**src/rtl/bus_select_arbiter.sv**
```systemverilog
// Registered bus-source arbiter. Turns N "drive bus" out-strobes into a bus-mux select.
// It supports fixed-priority or round-robin selection, grant lock, and a multi-driver debug counter.
module bus_select_arbiter #(
  parameter int N    = 24,
  parameter int SW   = 5,
  parameter int MODE = 0,
  parameter int CW   = 8
) (
  input  logic          clock,
  input  logic          clear_n,
  input  logic          en,
  input  logic [N-1:0]  req,
  input  logic          lock,
  input  logic          cnt_clr,
  output logic [SW-1:0] sel,
  output logic          sel_valid,
  output logic          multi_hit,
  output logic [CW-1:0] conflict_cnt
);

  logic [SW-1:0] ptr;
  logic [SW-1:0] win;
  logic [SW:0]   idx;
  logic          any_req;
  logic          nxt_multi;
  logic          req_at_sel;
  logic          hold;

  always_comb begin
    any_req    = |req;
    // clearing the lowest set bit leaves something only when two or more bits were set
    nxt_multi  = |(req & (req - N'(1)));
    req_at_sel = 1'b0;
    for (int i = 0; i < N; i++) begin
      if (sel == SW'(i)) req_at_sel = req[i];
    end
    hold = lock & sel_valid & req_at_sel;

    win = '0;
    idx = '0;
    if (MODE == 0) begin
      for (int i = N - 1; i >= 0; i--) begin
        if (req[i]) win = SW'(i);
      end
    end else begin
      // scan offsets high to low so the nearest requester after ptr is written last
      for (int off = N; off >= 1; off--) begin
        idx = {1'b0, ptr} + (SW+1)'(off);
        if (idx >= (SW+1)'(N)) idx = idx - (SW+1)'(N);
        if (req[idx[SW-1:0]]) win = idx[SW-1:0];
      end
    end
  end

  always_ff @(posedge clock or negedge clear_n) begin
    if (!clear_n) begin
      sel       <= '0;
      sel_valid <= 1'b0;
      ptr       <= SW'(N - 1);
    end else if (en && !hold) begin
      if (any_req) begin
        sel       <= win;
        sel_valid <= 1'b1;
        ptr       <= win;
      end else begin
        sel_valid <= 1'b0;
      end
    end
  end

  always_ff @(posedge clock or negedge clear_n) begin
    if (!clear_n) begin
      multi_hit    <= 1'b0;
      conflict_cnt <= '0;
    end else begin
      multi_hit <= nxt_multi;
      if (cnt_clr) begin
        conflict_cnt <= '0;
      end else if (nxt_multi && (conflict_cnt != {CW{1'b1}})) begin
        conflict_cnt <= conflict_cnt + CW'(1);
      end
    end
  end

endmodule

```
**config.mk**
```make
export PLATFORM = sky130hd
export DESIGN_NAME = bus_select_arbiter
export DESIGN_NICKNAME = d
export VERILOG_FILES = /design/src/rtl/bus_select_arbiter.sv
export SDC_FILE = /design/constraint.sdc
export NUM_CORES = 1
export LEC_CHECK = 0
export ABC_AREA = 0
export CAP_MARGIN = 20
export CORE_MARGIN = 2
export CORE_UTILIZATION = 45
export DETAILED_ROUTE_END_ITERATION = 10
export GPL_ROUTABILITY_DRIVEN = 0
export PLACE_DENSITY = 0.84
export SETUP_SLACK_MARGIN = 0.05
export SYNTH_ARGS = -nofsm -noshare
export SYNTH_HDL_FRONTEND = slang
export SYNTH_SLANG_ARGS = --single-unit
```
**constraint.sdc**
```tcl
create_clock -name clock -period 2.55 [get_ports clock]
set_input_delay 0.51 -clock clock [delete_from_list [all_inputs] [get_ports clock]]
set_output_delay 0.51 -clock clock [all_outputs]
set_load 0.01 [all_outputs]
```
==> metrics.md <==
| Metric | Value |
|---|---|
| Die ar. | `3890 sq um` |
| Routed WL | `5010 microns` |
| Worst IR drop on VDD | `0.000282 V` |
| Row cnt | `21` |
| CP Launch Type | `primary input` |
| Post-DP HPWL | `3950 microns` |
| Clock Latency Late Sink | `0.28 ns` |
| #FFs+latches synth | `15` |
| Post-synth EDFFs | `0` |
| CP required | `2.76 ns` |
| Fin cells | `331` |
| Worst-Margin Slew | `0.669 ns` |
| Clk buf depth | `2` |
| Global-route wire length before repair | `8430 microns` |
| Final-stage net count | `316` |
| Antenna-violating nets left | `0` |
| Worst hold stages | `2` |
| Num CTS Buffers | `3` |
| YS warnings | `0` |
| Worst r2r dst | `sel[1]$_DFFE_PN0P_` |
| Unrepaired setup endpoints after global routing | `no` |
| N_diodes | `0` |
| Total power | `0.000900 W` |
| Drt drc | `0` |
| CP Capture Type | `register` |
| Seq/Total Area, Yosys | `24.5%` |
| Distinct cells, synth | `57` |
| Htree depth | `1` |
| Async SR Flop Fraction | `100%` |
| Mapped Area | `1530 sq um` |
| Initial Util | `46.3%` |
| Core Region | `3310 sq um` |
| Largest net degree at the start of global routing | `16` |
| Max FO, Critical Path | `5` |
| CTS tree | `built` |
| CTS Hold Buffers Added | `0` |
| Max-cap violations | `0` |
| Die Ht | `62.4 microns` |
| Commonest non-fill, non-tap cell in the layout | `buf_4` |
| Syn avg cell area | `7.87 sq um` |
| Static leakage | `1.07 nW` |
| Worst Hold Launch | `conflict_cnt[7]$_DFFE_PN0P_` |
| GRT Util Overall | `26.1%` |
| Initial antenna violation count | `0` |
| Placed cell count | `324` |
| Synthesis-to-finish area growth | `61.5%` |
| Clock period minus worst slack | `2.38 ns` |
| Outcome | `finished clean` |
| Final Skew | `0.00106 ns` |
| Vias | `1975` |
| RR Startpoint | `sel[1]$_DFFE_PN0P_` |
| Dominant cells by area after synthesis | `dfrtp_1, a21oi_1, nor2_1` |
| Most frequent cells in the layout | `buf_4, clkdlybuf4s50_1, nor2_1` |
| # IOs | `44` |
| Critical path arrival | `2.59 ns` |
| WL/cell | `15.1 microns` |
| Kind of critical path | `primary input to register` |
| Syn Inst Count | `195` |
| Final setup viols | `0` |
| Clock slew seen by the registers of the worst setup and hold paths | `0.09 ns` |
| Iter 0 DRT Violations | `188` |
| Yosys top cell by area | `dfrtp_1` |
| Most used DFF post-synth | `dfrtp_1` |
| Fraction of layout instances using a drive strength above 1 | `28.8%` |
| Syn nets | `225` |
| Area share of the largest cell type after synthesis | `24.5%` |
| Initial DRT Pass Iterations | `4` |
| Max Clk Rate | `420 MHz` |
| Worst hold path class | `register to register` |
| R2R setup slack | `0.27 ns` |
| Root Buffer | `clkbuf_4` |
| Cells on worst reg2reg path | `8` |
| Rel. slew slack | `55.3%` |
| IO buf count | `43` |
| Vias per cell | `5.97` |
| Slew Viols, Final | `0` |
| Horiz. Die Dim | `62.4 microns` |
| Final period utilization | `93.4%` |
| End of the worst hold path | `conflict_cnt[7]$_DFFE_PN0P_` |
| Power Dens Cells | `363 nW/um^2` |
| Total clock sinks | `15` |
| Hold Violations, Final | `0` |
| Gr ovfl total | `0` |
| Vias in the first global route | `1807` |
[registers in the layout (all words and copies together), names as in the netlist]
| name | count |
|---|---|
| conflict_cnt | 8 |
| multi_hit | 1 |
| sel | 5 |
| sel_valid | 1 |
[layout make-up]
class | count | area [sq um]
multi-input combinational | 162 | 1120
tap | 46 | 57.6
timing repair buffer | 96 | 870
fill | 244 | 833
inverter | 8 | 30.0
sequential | 15 | 375
clock buffer | 4 | 26.3
[repair_timing]
action | in CTS | in global routing
setup buffers | 2 | 0
cloned | 0 | 1
endpoints found under the setup margin | 10 | 12
pin swaps | 10 | 14
resized for setup | 18 | 28
[metal layers]
metal	GRT usage [%]	wire, microns	share of wire [%]
met1	37.3	2150	43
met2	42.9	2400	48
met3	4.50	431	8.6
met4	2.78	29	0.58
met5	0	0	0
[critical path, cell delays in order]
cell             delay, ns
clkdlybuf4s50_1       0.47
nor2_1                0.05
a21oi_2               0.17
nor3_4                0.05
o211ai_1              0.24
o22ai_2               0.16
buf_2                 0.17
or4_2                 0.62
a21oi_2               0.15
[Yosys cell counts, types with 3 or more instances]
cell type,number
buf_2,3
nand3_1,7
nand2b_1,4
nand2_1,8
o211ai_1,5
o21ai_0,14
a21oi_1,17
o31ai_1,6
dfrtp_1,15
nand4_1,4
mux2i_1,7
a211oi_1,3
clkbuf_1,5
nor4_1,7
a31oi_1,6
inv_1,8
or3_2,3
nor3_1,7
nor2_1,20
[stage by stage]
stage          setup slack, ns  TNS, ns  hold slack [ns]  area [sq um]  utilization [%]
2_1_floorplan            0.161        0            0.214          1530                -
3_3_place_gp            -0.316    -3.36            0.551          2350             70.9
3_5_place_dp            -0.407    -4.36            0.570          2350             70.9
4_1_cts                 0.0564        0            0.591          2420             73.2
5_1_grt                 0.0532        0            0.610          2480             74.8
6_report                 0.169        0            0.591          2480             74.8
[cell families after synthesis]
logic type	count (synthesis)	synth area share [%]
DFF	15	24.5
AOI/OAI and AO/OA	71	31.3
muxes	10	7.50
buffers and inverters	18	5.14
adders and majority gates	1	0.816
and+or+nand+nor	79	30.2
xor gates and xnor gates	1	0.571
[where the power goes]
group | total, W | leakage, nW | switching, W | internal, W
clock network | 0.000136 | 0.0150 | 0.0000753 | 0.0000607
logic | 0.000463 | 0.861 | 0.000218 | 0.000245
registers | 0.000301 | 0.193 | 0.0000429 | 0.000258
total | 0.000900 | 1.07 | 0.000336 | 0.000564
[worst max path at each step]
stage          slack, ns  startpoint                     endpoint
2_1_floorplan       0.16     req[13]  conflict_cnt[1]$_DFFE_PN0P_
3_3_place_gp       -0.32      req[7]  conflict_cnt[6]$_DFFE_PN0P_
3_5_place_dp       -0.41      req[7]  conflict_cnt[6]$_DFFE_PN0P_
4_1_cts             0.06     req[10]  conflict_cnt[5]$_DFFE_PN0P_
5_1_grt             0.05      req[5]  conflict_cnt[0]$_DFFE_PN0P_
6_report            0.17     req[19]  conflict_cnt[5]$_DFFE_PN0P_
Power figures use the tool's default switching activity.
